--- src/rtl/requant_out.sv ---
// rtl/requant_out.sv - per-channel int8 requantizer: scale, round, shift, saturate (optional ReLU via REQUANT_OUT_RELU_EN)
module requant_out (
   input  logic        clk,
   input  logic        rst_n,
   input  logic        in_valid,
   output logic        in_ready,
   input  logic [34:0] in_data,
   input  logic [1:0]  in_ch,
   output logic        out_valid,
   input  logic        out_ready,
   output logic [7:0]  out_data,
   output logic [1:0]  out_ch,
   input  logic        cfg_we,
   input  logic [1:0]  cfg_ch,
   input  logic [15:0] cfg_scale,
   input  logic [4:0]  cfg_shift,
   output logic [15:0] sat_cnt,
   input  logic        sat_clr
);

   // per-channel configuration
   logic [15:0]        r_scale [0:3];
   logic [4:0]         r_shift [0:3];

   // stage 1: input word plus its looked-up configuration
   logic               r1_valid;
   logic [34:0]        r1_data;
   logic [1:0]         r1_ch;
   logic [15:0]        r1_scale;
   logic [4:0]         r1_shift;

   // stage 2: full product
   logic               r2_valid;
   logic signed [50:0] r2_prod;
   logic [1:0]         r2_ch;
   logic [4:0]         r2_shift;

   // stage 3: output register
   logic               r3_valid;
   logic [7:0]         r3_data;
   logic [1:0]         r3_ch;
   logic               r3_sat;
   logic [15:0]        r_sat_cnt;

   logic               w_adv;
   logic signed [51:0] w_prod_full;
   logic signed [51:0] w_prod_ext;
   logic signed [51:0] w_round_inc;
   logic signed [51:0] w_rounded;
   logic signed [51:0] w_shifted;
   logic signed [51:0] w_act;
   logic               w_hi;
   logic               w_lo;
   logic [7:0]         w_q;
   logic               w_out_xfer;

   // whole pipeline advances together whenever the output slot is free
   assign w_adv      = !r3_valid || out_ready;
   assign in_ready   = w_adv;
   assign w_out_xfer = r3_valid && out_ready;

   // config writes land at the edge; a same-cycle lookup sees the old entry
   always_ff @(posedge clk or negedge rst_n) begin
      if (!rst_n) begin
         for (int i = 0; i < 4; i++) begin
            r_scale[i] <= 16'd1;
            r_shift[i] <= 5'd0;
         end
      end else if (cfg_we) begin
         r_scale[cfg_ch] <= cfg_scale;
         r_shift[cfg_ch] <= cfg_shift;
      end
   end

   // stage 1: capture the word and its channel's scale/shift
   always_ff @(posedge clk or negedge rst_n) begin
      if (!rst_n) begin
         r1_valid <= 1'b0;
         r1_data  <= '0;
         r1_ch    <= '0;
         r1_scale <= '0;
         r1_shift <= '0;
      end else if (w_adv) begin
         r1_valid <= in_valid;
         if (in_valid) begin
            r1_data  <= in_data;
            r1_ch    <= in_ch;
            r1_scale <= r_scale[in_ch];
            r1_shift <= r_shift[in_ch];
         end
      end
   end

   // scale is unsigned, so it is widened with a zero sign bit before the signed multiply
   assign w_prod_full = $signed(r1_data) * $signed({1'b0, r1_scale});

   // stage 2: register the 51-bit product
   always_ff @(posedge clk or negedge rst_n) begin
      if (!rst_n) begin
         r2_valid <= 1'b0;
         r2_prod  <= '0;
         r2_ch    <= '0;
         r2_shift <= '0;
      end else if (w_adv) begin
         r2_valid <= r1_valid;
         if (r1_valid) begin
            r2_prod  <= w_prod_full[50:0];
            r2_ch    <= r1_ch;
            r2_shift <= r1_shift;
         end
      end
   end

   // round half up, then arithmetic shift; one guard bit keeps the add from overflowing
   assign w_prod_ext  = {r2_prod[50], r2_prod};
   assign w_round_inc = (r2_shift == 5'd0) ? 52'sd0 : $signed(52'd1 << (r2_shift - 5'd1));
   assign w_rounded   = w_prod_ext + w_round_inc;
   assign w_shifted   = w_rounded >>> r2_shift;

`ifdef REQUANT_OUT_RELU_EN
   assign w_act = w_shifted[51] ? 52'sd0 : w_shifted;
`else
   assign w_act = w_shifted;
`endif

   assign w_hi = w_act > 52'sd127;
   assign w_lo = w_act < -52'sd128;
   assign w_q  = w_hi ? 8'h7F : (w_lo ? 8'h80 : w_act[7:0]);

   // stage 3: clamped int8 result held until downstream takes it
   always_ff @(posedge clk or negedge rst_n) begin
      if (!rst_n) begin
         r3_valid <= 1'b0;
         r3_data  <= '0;
         r3_ch    <= '0;
         r3_sat   <= 1'b0;
      end else if (w_adv) begin
         r3_valid <= r2_valid;
         if (r2_valid) begin
            r3_data <= w_q;
            r3_ch   <= r2_ch;
            r3_sat  <= w_hi || w_lo;
         end
      end
   end

   // saturation counter: clear wins, increments stick at all-ones
   always_ff @(posedge clk or negedge rst_n) begin
      if (!rst_n) begin
         r_sat_cnt <= '0;
      end else if (sat_clr) begin
         r_sat_cnt <= '0;
      end else if (w_out_xfer && r3_sat && (r_sat_cnt != 16'hFFFF)) begin
         r_sat_cnt <= r_sat_cnt + 16'd1;
      end
   end

   assign out_valid = r3_valid;
   assign out_data  = r3_data;
   assign out_ch    = r3_ch;
   assign sat_cnt   = r_sat_cnt;

endmodule

--- config.mk ---
export PLATFORM = sky130hd
export DESIGN_NAME = requant_out
export DESIGN_NICKNAME = d
export VERILOG_FILES = /design/src/rtl/requant_out.sv
export SDC_FILE = /design/constraint.sdc
export NUM_CORES = 2
export LEC_CHECK = 0
export CORE_ASPECT_RATIO = 1.75
export CORE_UTILIZATION = 60
export DETAILED_ROUTE_END_ITERATION = 16
export MAX_ROUTING_LAYER = met4
export PLACE_DENSITY = 0.78
export SLEW_MARGIN = 20
export SYNTH_ARGS = -nofsm -noshare
export SYNTH_HDL_FRONTEND = slang
export SYNTH_SLANG_ARGS = --single-unit
--- constraint.sdc ---
create_clock -name clk -period 21 [get_ports clk]
set_input_delay 3.15 -clock clk [delete_from_list [all_inputs] [get_ports clk]]
set_output_delay 3.15 -clock clk [all_outputs]
set_load 0.1 [all_outputs]
==> impl_metrics.ini <==
[outcome]
outcome = finished clean

[global_route]
grt_overflow = 0
first_global_vias = 29032
grt_pass1_wl_um = 148000
grt_start_max_net_pins = 88
track_usage = 0.336
antenna_found_initial = 1

[sta]
min_period_over_period = 0.398
rsz0062_at_grt = no
slew-limit-headroom = 0.323
worstMarginPinSlew_ns = 1.01
finalHoldViolCount = 0
finalMaxSlewViolations = 0
tns_ns = 0
max_freq_mhz = 120
fin_skew_ns = 0.0178
period_needed_ns = 8.36
finalSetupViolations = 0

[layout]
final_cell_mix = inv_1 (601), nand2_1 (569), fa_1 (527)
fillers = 4580
n_antenna_cell = 0
layout_commonest_cell = inv_1
drive_gt1_frac = 0.0882
final_cells = 4479
areaGrowthSynthToFinish_pct = 6.65
final_util = 0.647
fin_nets = 4446

[worst_setup_path]
cp.arrival_ns = 5.21
worst_path_most_repeated_cell = clkdlybuf4s50_1
worst-path-max-fanout = 9
cp-start-kind = input pin
cpMaxStageDelayCell = clkdlybuf4s50_1
cp-end-kind = output pin
required_ns = 17.85
critPathKind = in2out
slowest_delay_ns = 1.22
critical_path.cell_chain = clkdlybuf4s50_1, nand2b_1, clkdlybuf4s50_1

[logic_synthesis]
yosysTopAreaCell = fa_1
synth_cells = 3744
syn_avg_cell_area_um2 = 9.12
ys_seq_area_frac = 0.169
ys_async_sr_fraction = 1.00
ys_types = 98
synth-edff-count = 0
yosys_warnings = 0
syn_area_um2 = 34100
synthTopCellsByArea = fa_1 (31%), dfrtp_1 (17%), inv_1 (6.6%), nand2_1 (6.3%), ha_1 (5.6%)
dominantRegCellSynth = dfrtp_1
syn_nets = 4490
netlist.area_leader.share = 0.309
ys_seq_elements = 230

[place]
dp_hpwl_um = 70600
portBuffers = 93
place_inst = 4432
routabilityCongestion = 1.01

[clocking]
clock-sinks = 230
htreeDepth = 1
worstSkewPairLatency_ns = 0.58
cts_buffer_depth = 3
post_cts_buffers = 0
hold_buffers = 0
clk_pin_slew_ns = 0.06
root_buffer = clkbuf_16
cts_tree = yes
cts_resized = 0
cts_buffers = 25

[flow_run]
drv_cap = 0

[routing]
vias = 26742
drcViolationCount = 0
drtPass1Iterations = 6
routedWlPerCell_um = 20.3
drt_iter0_drc = 1766
ant_nets = 0
via_per_inst = 5.97
totalWireLength_um = 90800

[floorplanning]
die-area_um2 = 57900
rows = 115
start_util = 0.607
die_w_um = 182
die_h_um = 318
core_um2 = 56300
io_pins = 94

[hold_path]
hold_class = reg2reg
-- critical path, delay by kind of cell --
family        cells  cell delay (ns)
buf+inv           2             1.69
simple gates      1             0.37
-- flip-flops by register name, indices dropped and copies added, names as in the netlist --
name / flops
r2_shift: 5
r_shift: 20
r1_shift: 5
r2_prod: 51
r1_valid: 1
r1_ch: 2
out_data: 8
r2_valid: 1
r2_ch: 2
r3_sat: 1
sat_cnt: 16
out_ch: 2
r1_data: 35
out_valid: 1
r1_scale: 16
r_scale: 64
-- stage by stage --
step / setup WS [ns] / cell area, µm² / hold WS [ns]
floorplan: 13.63 / 34100 / 0.433
global placement: 12.62 / 35500 / 0.453
detailed placement: 12.61 / 35500 / 0.453
CTS: 12.60 / 36400 / 0.470
global route: 12.36 / 36400 / 0.498
finish: 12.64 / 36400 / 0.465
-- synthesized netlist by cell type (all sizes together) (15+ instances only) --
library cell,number
nand3,44
mux4,34
dfrtp,226
inv,604
clkbuf,167
xor2,48
mux2i,50
nand4,24
and2,229
a211oi,32
ha,153
xnor2,52
fa,527
nor2,147
mux2,167
nand2,571
buf,36
nand2b,19
and3,15
nor3,60
o21ai,126
a21o,39
a21oi,136
o211ai,26
-- per-layer routing --
layer | GRT usage | vias up | wire [µm]
met1 | 0.361 | 13211 | 31700
met4 | 0.201 | 0 | 6370
met3 | 0.0464 | 468 | 5820
met5 | - | - | 0
met2 | 0.584 | 1186 | 46900
li1 | - | 11877 | -
-- kinds of logic (layout without fill, tap and decap cells) --
family          after synthesis  after routing  share of synthesized area
compound gates              504            504                     0.0985
fa+ha+maj                   680            680                      0.365
other cells                   1              1                   0.000110
simple gates               1169           1169                      0.160
flops                       230            230                      0.169
buf+inv                     809            784                     0.0896
xor+xnor                    100            100                     0.0256
mux                         251            251                     0.0922
-- path summary, 6_finish.rpt --
path | from | end | depth (start not counted) | slack (ns)
min in group asynchronous | rst_n | r2_prod[48] | 1 | 2.58
min | r2_ch[0] | out_ch[0] | 2 | 0.46
min reg2reg | r2_ch[0] | out_ch[0] | 2 | 0.46
max | out_ready | in_ready | 3 | 12.64
max reg2reg | r1_scale[9] | r2_prod[49] | 29 | 12.68
max in group asynchronous | rst_n | r_shift[8] | 3 | 16.41
-- layout make-up --
class	count	area, µm²	area share
multi-input combinational	2705	25300	0.696
clock buffer	33	696	0.0191
sequential	230	5760	0.158
timing repair buffer	132	1230	0.0338
clock inverter	13	166	0.00457
tap	760	951	0.0261
inverter	606	2270	0.0625
Power is left out: the tool's default activity adds up to more than one toggle a clock period on the data nets, which glitch-free logic cannot reach.
